$ cat config.mk
export PLATFORM = sky130hd
export DESIGN_NAME = reg_bus_master
export DESIGN_NICKNAME = d
export VERILOG_FILES = /design/src/rtl/reg_bus_master.sv
export SDC_FILE = /design/constraint.sdc
export NUM_CORES = 1
export LEC_CHECK = 0
export BUFFER_PORTS_ARGS = -buffer_cell sky130_fd_sc_hd__buf_4
export CORE_ASPECT_RATIO = 1.75
export CORE_MARGIN = 1.5
export CORE_UTILIZATION = 41
export DETAILED_ROUTE_END_ITERATION = 12
export PLACE_DENSITY_LB_ADDON = 0.05
export SYNTH_ARGS = -nofsm -noshare
export SYNTH_HDL_FRONTEND = slang
export SYNTH_SLANG_ARGS = --single-unit
$ cat constraint.sdc
create_clock -name clk -period 1.4 [get_ports clk]
set_input_delay 0.14 -clock clk [delete_from_list [all_inputs] [get_ports clk]]
set_output_delay 0.14 -clock clk [all_outputs]
set_load 0.03 [all_outputs]
$ cat src/rtl/reg_bus_master.sv
// reg_bus_master: turns single command/response transactions into
// register-bus accesses (cs/we/address/write_data out, read_data/error in).
// Each access pulses cs for one cycle, then waits RD_LATENCY cycles before
// it samples the slave. It then holds the response until it is taken.
// Optional feature macro: REG_BUS_MASTER_RETRY_EN. When it is defined, an
// access that errors is reissued up to MAX_RETRIES extra times.
module reg_bus_master #(
    parameter int DATA_WIDTH    = 32,
    parameter int ADDRESS_WIDTH = 8,
    parameter int RD_LATENCY    = 1,
    parameter int MAX_RETRIES   = 2
) (
    input  logic                     clk,
    input  logic                     reset,
    input  logic                     cmd_valid,
    output logic                     cmd_ready,
    input  logic                     cmd_we,
    input  logic [ADDRESS_WIDTH-1:0] cmd_addr,
    input  logic [DATA_WIDTH-1:0]    cmd_wdata,
    output logic                     rsp_valid,
    input  logic                     rsp_ready,
    output logic [DATA_WIDTH-1:0]    rsp_rdata,
    output logic                     rsp_error,
    output logic                     cs,
    output logic                     we,
    output logic [ADDRESS_WIDTH-1:0] address,
    output logic [DATA_WIDTH-1:0]    write_data,
    input  logic [DATA_WIDTH-1:0]    read_data,
    input  logic                     error
);

    typedef enum logic [1:0] {IDLE, ISSUE, WAIT, RESP} state_t;

    localparam logic [3:0] LatLoad = 4'(RD_LATENCY);

    // Stop elaboration of configurations that the counters cannot represent
    if (RD_LATENCY < 1 || RD_LATENCY > 15) begin : g_badLatency
        $error("reg_bus_master: RD_LATENCY must be within 1..15");
    end
    if (MAX_RETRIES < 1 || MAX_RETRIES > 7) begin : g_badRetries
        $error("reg_bus_master: MAX_RETRIES must be within 1..7");
    end

    state_t                   r_state;
    logic                     r_cmdReady;
    logic                     r_cs;
    logic                     r_we;
    logic [ADDRESS_WIDTH-1:0] r_address;
    logic [DATA_WIDTH-1:0]    r_writeData;
    logic                     r_rspValid;
    logic [DATA_WIDTH-1:0]    r_rspRdata;
    logic                     r_rspError;
    logic [3:0]               r_latCount;
`ifdef REG_BUS_MASTER_RETRY_EN
    logic [2:0]               r_retryCount;
`endif

    // Transaction sequencer: every output is a register updated here
    always_ff @(posedge clk) begin
        if (reset) begin
            r_state      <= IDLE;
            r_cmdReady   <= 1'b1;
            r_cs         <= 1'b0;
            r_we         <= 1'b0;
            r_address    <= '0;
            r_writeData  <= '0;
            r_rspValid   <= 1'b0;
            r_rspRdata   <= '0;
            r_rspError   <= 1'b0;
            r_latCount   <= '0;
`ifdef REG_BUS_MASTER_RETRY_EN
            r_retryCount <= '0;
`endif
        end else begin
            case (r_state)
                IDLE: begin
                    if (cmd_valid) begin
                        r_we        <= cmd_we;
                        r_address   <= cmd_addr;
                        r_writeData <= cmd_wdata;
                        r_cs        <= 1'b1;
                        r_cmdReady  <= 1'b0;
                        r_state     <= ISSUE;
                    end
                end
                ISSUE: begin
                    r_cs       <= 1'b0;
                    r_latCount <= LatLoad;
                    r_state    <= WAIT;
                end
                WAIT: begin
                    r_latCount <= r_latCount - 4'd1;
                    if (r_latCount == 4'd1) begin
`ifdef REG_BUS_MASTER_RETRY_EN
                        if (error && (r_retryCount < 3'(MAX_RETRIES))) begin
                            r_retryCount <= r_retryCount + 3'd1;
                            r_cs         <= 1'b1;
                            r_state      <= ISSUE;
                        end else begin
                            r_rspValid <= 1'b1;
                            r_rspRdata <= r_we ? '0 : read_data;
                            r_rspError <= error;
                            r_state    <= RESP;
                        end
`else
                        r_rspValid <= 1'b1;
                        r_rspRdata <= r_we ? '0 : read_data;
                        r_rspError <= error;
                        r_state    <= RESP;
`endif
                    end
                end
                RESP: begin
                    if (rsp_ready) begin
                        r_rspValid   <= 1'b0;
                        r_cmdReady   <= 1'b1;
                        r_state      <= IDLE;
`ifdef REG_BUS_MASTER_RETRY_EN
                        r_retryCount <= '0;
`endif
                    end
                end
                default: begin
                    r_cs       <= 1'b0;
                    r_rspValid <= 1'b0;
                    r_cmdReady <= 1'b1;
                    r_state    <= IDLE;
                end
            endcase
        end
    end

    assign cmd_ready  = r_cmdReady;
    assign cs         = r_cs;
    assign we         = r_we;
    assign address    = r_address;
    assign write_data = r_writeData;
    assign rsp_valid  = r_rspValid;
    assign rsp_rdata  = r_rspRdata;
    assign rsp_error  = r_rspError;

endmodule
== Yosys cells after proc, flatten, opt, wreduce, memory -nomap -nowiden ==
Index checks and enable logic that the tools add are counted.
Widths: inputs -> output; s select.

* Eq/ne operators: 7
* Mux-type cells: 14
* Add/subtract/negate cells: 1
* Reduce and logical (&&, ||, !) cells: 11

{| class="wikitable"
|+ Operators by type and width
! operator !! count
|-
| $mux 32 || 1
|-
| $reduce_and 3->1 || 3
|-
| $pmux 2 s4 || 1
|-
| $pmux 4 s2 || 1
|-
| $reduce_bool 2->1 || 4
|-
| $mux 2 || 3
|-
| $ne 2x2->1 const B || 3
|-
| $pmux 1 s2 || 3
|-
| $reduce_and 2->1 || 3
|-
| $mux 1 || 5
|-
| $eq 2x2->1 const B || 2
|-
| $eq 4x1->1 const B || 1
|-
| $sub 4x1->4 const B || 1
|-
| $eq 2x1->1 const B || 1
|-
| $logic_not 2->1 || 1
|}

* Output and inout bits: 77
* Input bits: 78
* Register bits after elaboration: 83
* Logic and storage cells: 43

== Logic depth before layout (Yosys ltp) ==
* Depth in word-level cells: 3
* Gate-level depth with buffers: 8
* Depth with buffers taken out: 5

== Worst setup path after synthesis ==
No wires, ideal clock.

* Kind: register to register
* Start point: reg r_state[0]
* End point: reg r_rspRdata[10] (netlist: rsp_rdata[10])
* Arrival: 1.334 ns
* Path slack: -0.066 ns
* Path buffers: 3
* Clock period less this slack: 1.466 ns
* Stages on the path, launching flop included: 9
* Library setup time: 0.132 ns
* Data required time: 1.268 ns
* Path through: dfxtp_1 > inv_1 > ha_1 > buf_6 > and4bb_1 > buf_4 > buf_6 > nand3b_1 > a21oi_1

* Cells in the longest elaborated chain, start to end: 2

{| class="wikitable"
|+ Ends and longest elaborated chain
! what !! RTL line !! RTL
|-
| start: declaration || 44 || <nowiki>state_t r_state;</nowiki>
|-
| start signal: assignment || 61 || <nowiki>r_state <= IDLE;</nowiki>
|-
| start signal: assignment || 83 || <nowiki>r_state <= ISSUE;</nowiki>
|-
| start signal: assignment || 89 || <nowiki>r_state <= WAIT;</nowiki>
|-
| $eq 2x2->1 || 75 || <nowiki>case (r_state)</nowiki>
|-
| $reduce_and 2->1 (no source line) || -- ||
|-
| end signal: assignment || 107 || <nowiki>r_rspRdata <= r_we ? '0 : read_data;</nowiki>
|-
| end: declaration || 51 || <nowiki>logic [DATA_WIDTH-1:0] r_rspRdata;</nowiki>
|}

Every way passes these cells.
A chain may end at the register's enable or synchronous reset.

== Worst setup path in the final report ==
* Start point: reg r_latCount[1]
* End point: reg r_state[1]

* Cells in the longest elaborated chain, start to end: 3

{| class="wikitable"
|+ Ends and longest elaborated chain
! what !! RTL line !! RTL
|-
| start: declaration || 53 || <nowiki>logic [3:0] r_latCount;</nowiki>
|-
| start signal: assignment || 88 || <nowiki>r_latCount <= LatLoad;</nowiki>
|-
| start signal: assignment || 92 || <nowiki>r_latCount <= r_latCount - 4'd1;</nowiki>
|-
| $eq 4x1->1 || 93 || <nowiki>if (r_latCount == 4'd1) begin</nowiki>
|-
| $ne 2x2->1 (no source line) || -- ||
|-
| $reduce_and 3->1 (no source line) || -- ||
|-
| end signal: assignment || 89 ||
|-
| end signal: assignment || 109 || <nowiki>r_state <= RESP;</nowiki>
|-
| end signal: assignment || 117 || <nowiki>r_state <= IDLE;</nowiki>
|}

Every way passes these cells.

==> impl_metrics.yaml <==
floorplan:
  initial_core_util_pct: 42.4
  fp.dieH_um: 120
  rows: 42
  die_x_um: 70.1
  core_area_mm2: 0.00762
  ioPinCount: 155
  die-area_mm2: 0.00845
timing:
  hold_viol_final: 0
  fin_crit_sh_pct: 103
  drv_slew: 0
  period_minus_slack_ns: 1.44
  max_freq_mhz: 695
  setup_viol: 2
  tns_ns: -0.0404
  fin_worst_skew_ns: 0.00445
  fin_ws_ns: -0.0385
  slew_headroom_pct: 72.6
  grt_setup_unrepaired: "yes"
  worst_pin_slew_ns: 0.410
hold_path:
  min_path_type: "input pin to register"
layout:
  multiInputGateArea_mm2: 0.00148
  nets: 628
  num_antenna_cells: 0
  seq_area_mm2: 0.00167
  fillCellCount: 688
  syn2layout_area_growth_pct: 55.9
  drive_gt1_share_pct: 39.2
synthesis:
  synth_area_per_cell_um2: 8.35
  ys.flop_type: "dfxtp_1"
  synth-edff-count: 0
  ys_ff_latch: 83
  synth_fp_nets: 471
  yosysSeqAreaShare_pct: 51.4
  synth_area_mm2: 0.00323
  syn_inst: 387
  ys_warn_count: 0
  synthArstFlopShare_pct: 0
  ys_types: 30
power_and_ir_drop:
  peakVddDrop_mv: 1.03
  leakage_nw: 2.15
  p_per_area_mw_per_mm2: 1570
  power_mw: 7.89
clock_network:
  insertion_delay_ns: 0.33
  clk_pin_slew_ns: 0.06
  postCtsHoldBufs: 0
  numClockSinks: 83
  root_buffer: "clkbuf_16"
  cts_tree: "done"
  max-clock-path-buffers: 2
  numCtsBuffers: 9
  ctsHtreeMaxLevel: 3
worst_setup_path:
  required_ns: 1.65
  crit_type: "register to register"
  startpoint_type: "register"
  cp-end-kind: "register"
  critPathArrivalTime_ns: 1.69
  crit_fanout: 3
global_routing:
  grt_pass1_vias: 2988
  grt_overflow_total: 0
  grt_usage_pct: 19.9
  grt_antenna_before_repair: 0
  grt_max_degree: 43
  grt_pass1_wl_um: 13500
job:
  drv_cap: 0
outcome:
  status: "finished, violations left"
  violations: "negative setup slack"
routing:
  firstDrtPassIters: 4
  wirelength_um: 9090
  route.detailed.drc: 0
  drt_iter0_drc: 105
  vias: 3150
  via_per_inst: 4.95
  antenna_left: 0
  routedWlPerCell_um: 14.3
placed_design:
  dp_hpwl_um: 5880
  gp_congestion: 0.783
  port_buffers: 154
  preCtsSetupSlack_ns: -0.0635
[state kept, by name (all words and copies together) (netlist names)]
| signal | flops |
|---|---|
| cs | 1 |
| r_latCount | 4 |
| rsp_rdata | 32 |
| we | 1 |
| rsp_valid | 1 |
| r_state | 2 |
| cmd_ready | 1 |
| write_data | 32 |
| rsp_error | 1 |
| address | 8 |
[logic make-up (layout without fill, tap and decap cells)]
kind of cell	Yosys count	count (layout)	synth area share, %
compound gates	90	90	15.2
fa+ha+maj	6	6	2.32
buf+inv	37	198	5.65
flops	83	83	51.4
mux	1	1	0.310
simple gates	170	170	25.1
[cell usage after synthesis, types with 2 or more instances]
library cell  instances  area (um2)
nand2b_1              3        18.8
nand3_1               2        10.0
ha_1                  6        75.1
o21ai_0               4        20.0
nand3b_1             32         240
clkbuf_1             15        56.3
dfxtp_1              83        1660
or3_1                 2        12.5
buf_1                 2        7.51
nor2_1                3        11.3
buf_6                 4        45.0
inv_1                 7        26.3
a21oi_1              79         395
nand2_1             120         450
buf_2                 8        40.0
nor2b_1               3        18.8
[power breakdown]
| part | leakage (nW) | switching, mW | internal, mW |
|---|---|---|---|
| clock network | 0.132 | 0.869 | 1.23 |
| logic | 1.34 | 1.63 | 1.30 |
| registers | 0.678 | 0.179 | 2.68 |
[layout by cell type, fill, tap and decap left out, types with 4 or more instances in the layout]
cell / n
a21oi_1: 69
a21oi_2: 10
buf_12: 6
buf_4: 164
clkbuf_16: 13
dfxtp_1: 79
inv_1: 5
nand2_1: 119
nand3b_1: 32
o21ai_0: 4
[path summary, 6_finish.rpt]
path	startpoint	to	slack (ns)	cells past startpoint
worst min-delay path	cmd_wdata[29]	write_data[29]$_SDFFE_PP0P_	0.05	3
worst max-delay path	r_latCount[1]$_SDFFE_PP0P_	r_state[1]$_SDFFE_PP0P_	-0.04	5
worst min register to register	rsp_rdata[17]$_SDFFE_PP0P_	rsp_rdata[17]$_SDFFE_PP0P_	0.45	2
worst max register to register	r_latCount[1]$_SDFFE_PP0P_	r_state[1]$_SDFFE_PP0P_	-0.04	5
[area by class of cell]
class | instances | area share, %
Clock inverter | 3 | 0.298
Sequential cell | 83 | 33.1
Tap cell | 88 | 2.19
Inverter | 7 | 0.571
Clock buffer | 12 | 4.89
Multi-Input combinational cell | 267 | 29.3
Timing Repair Buffer | 176 | 29.6
[worst max-delay path: stages (launching register included)]
cell	delay [ns]
dfxtp_2	0.32
inv_2	0.07
ha_4	0.13
or3b_4	0.39
a221oi_4	0.25
mux2i_1	0.20
[layer usage]
metal	share of wire [%]	GRT usage [%]
met1	38	21.1
met2	56	36.5
met3	5.1	6.00
met4	1.3	7.69
met5	0	0
[metrics by stage]
stage	hold slack, ns	area (um2)	utilization, %	instances
floorplan	0.276	3250	-	387
global placement	0.386	4550	59.7	614
detailed placement	0.395	4550	59.7	614
CTS	0.0404	4850	63.6	631
global route	0.0461	5040	66.1	636
finish	0.0529	5040	66.1	636
[what timing repair did]
item | 4_1_cts | 5_1_grt
gates resized for setup | 5 | 20
endpoints found under the setup margin | 34 | 50
buffers inserted | 1 | 1
cloned | 1 | 4
pin swaps | 3 | 66
Power figures use the tool's default switching activity.
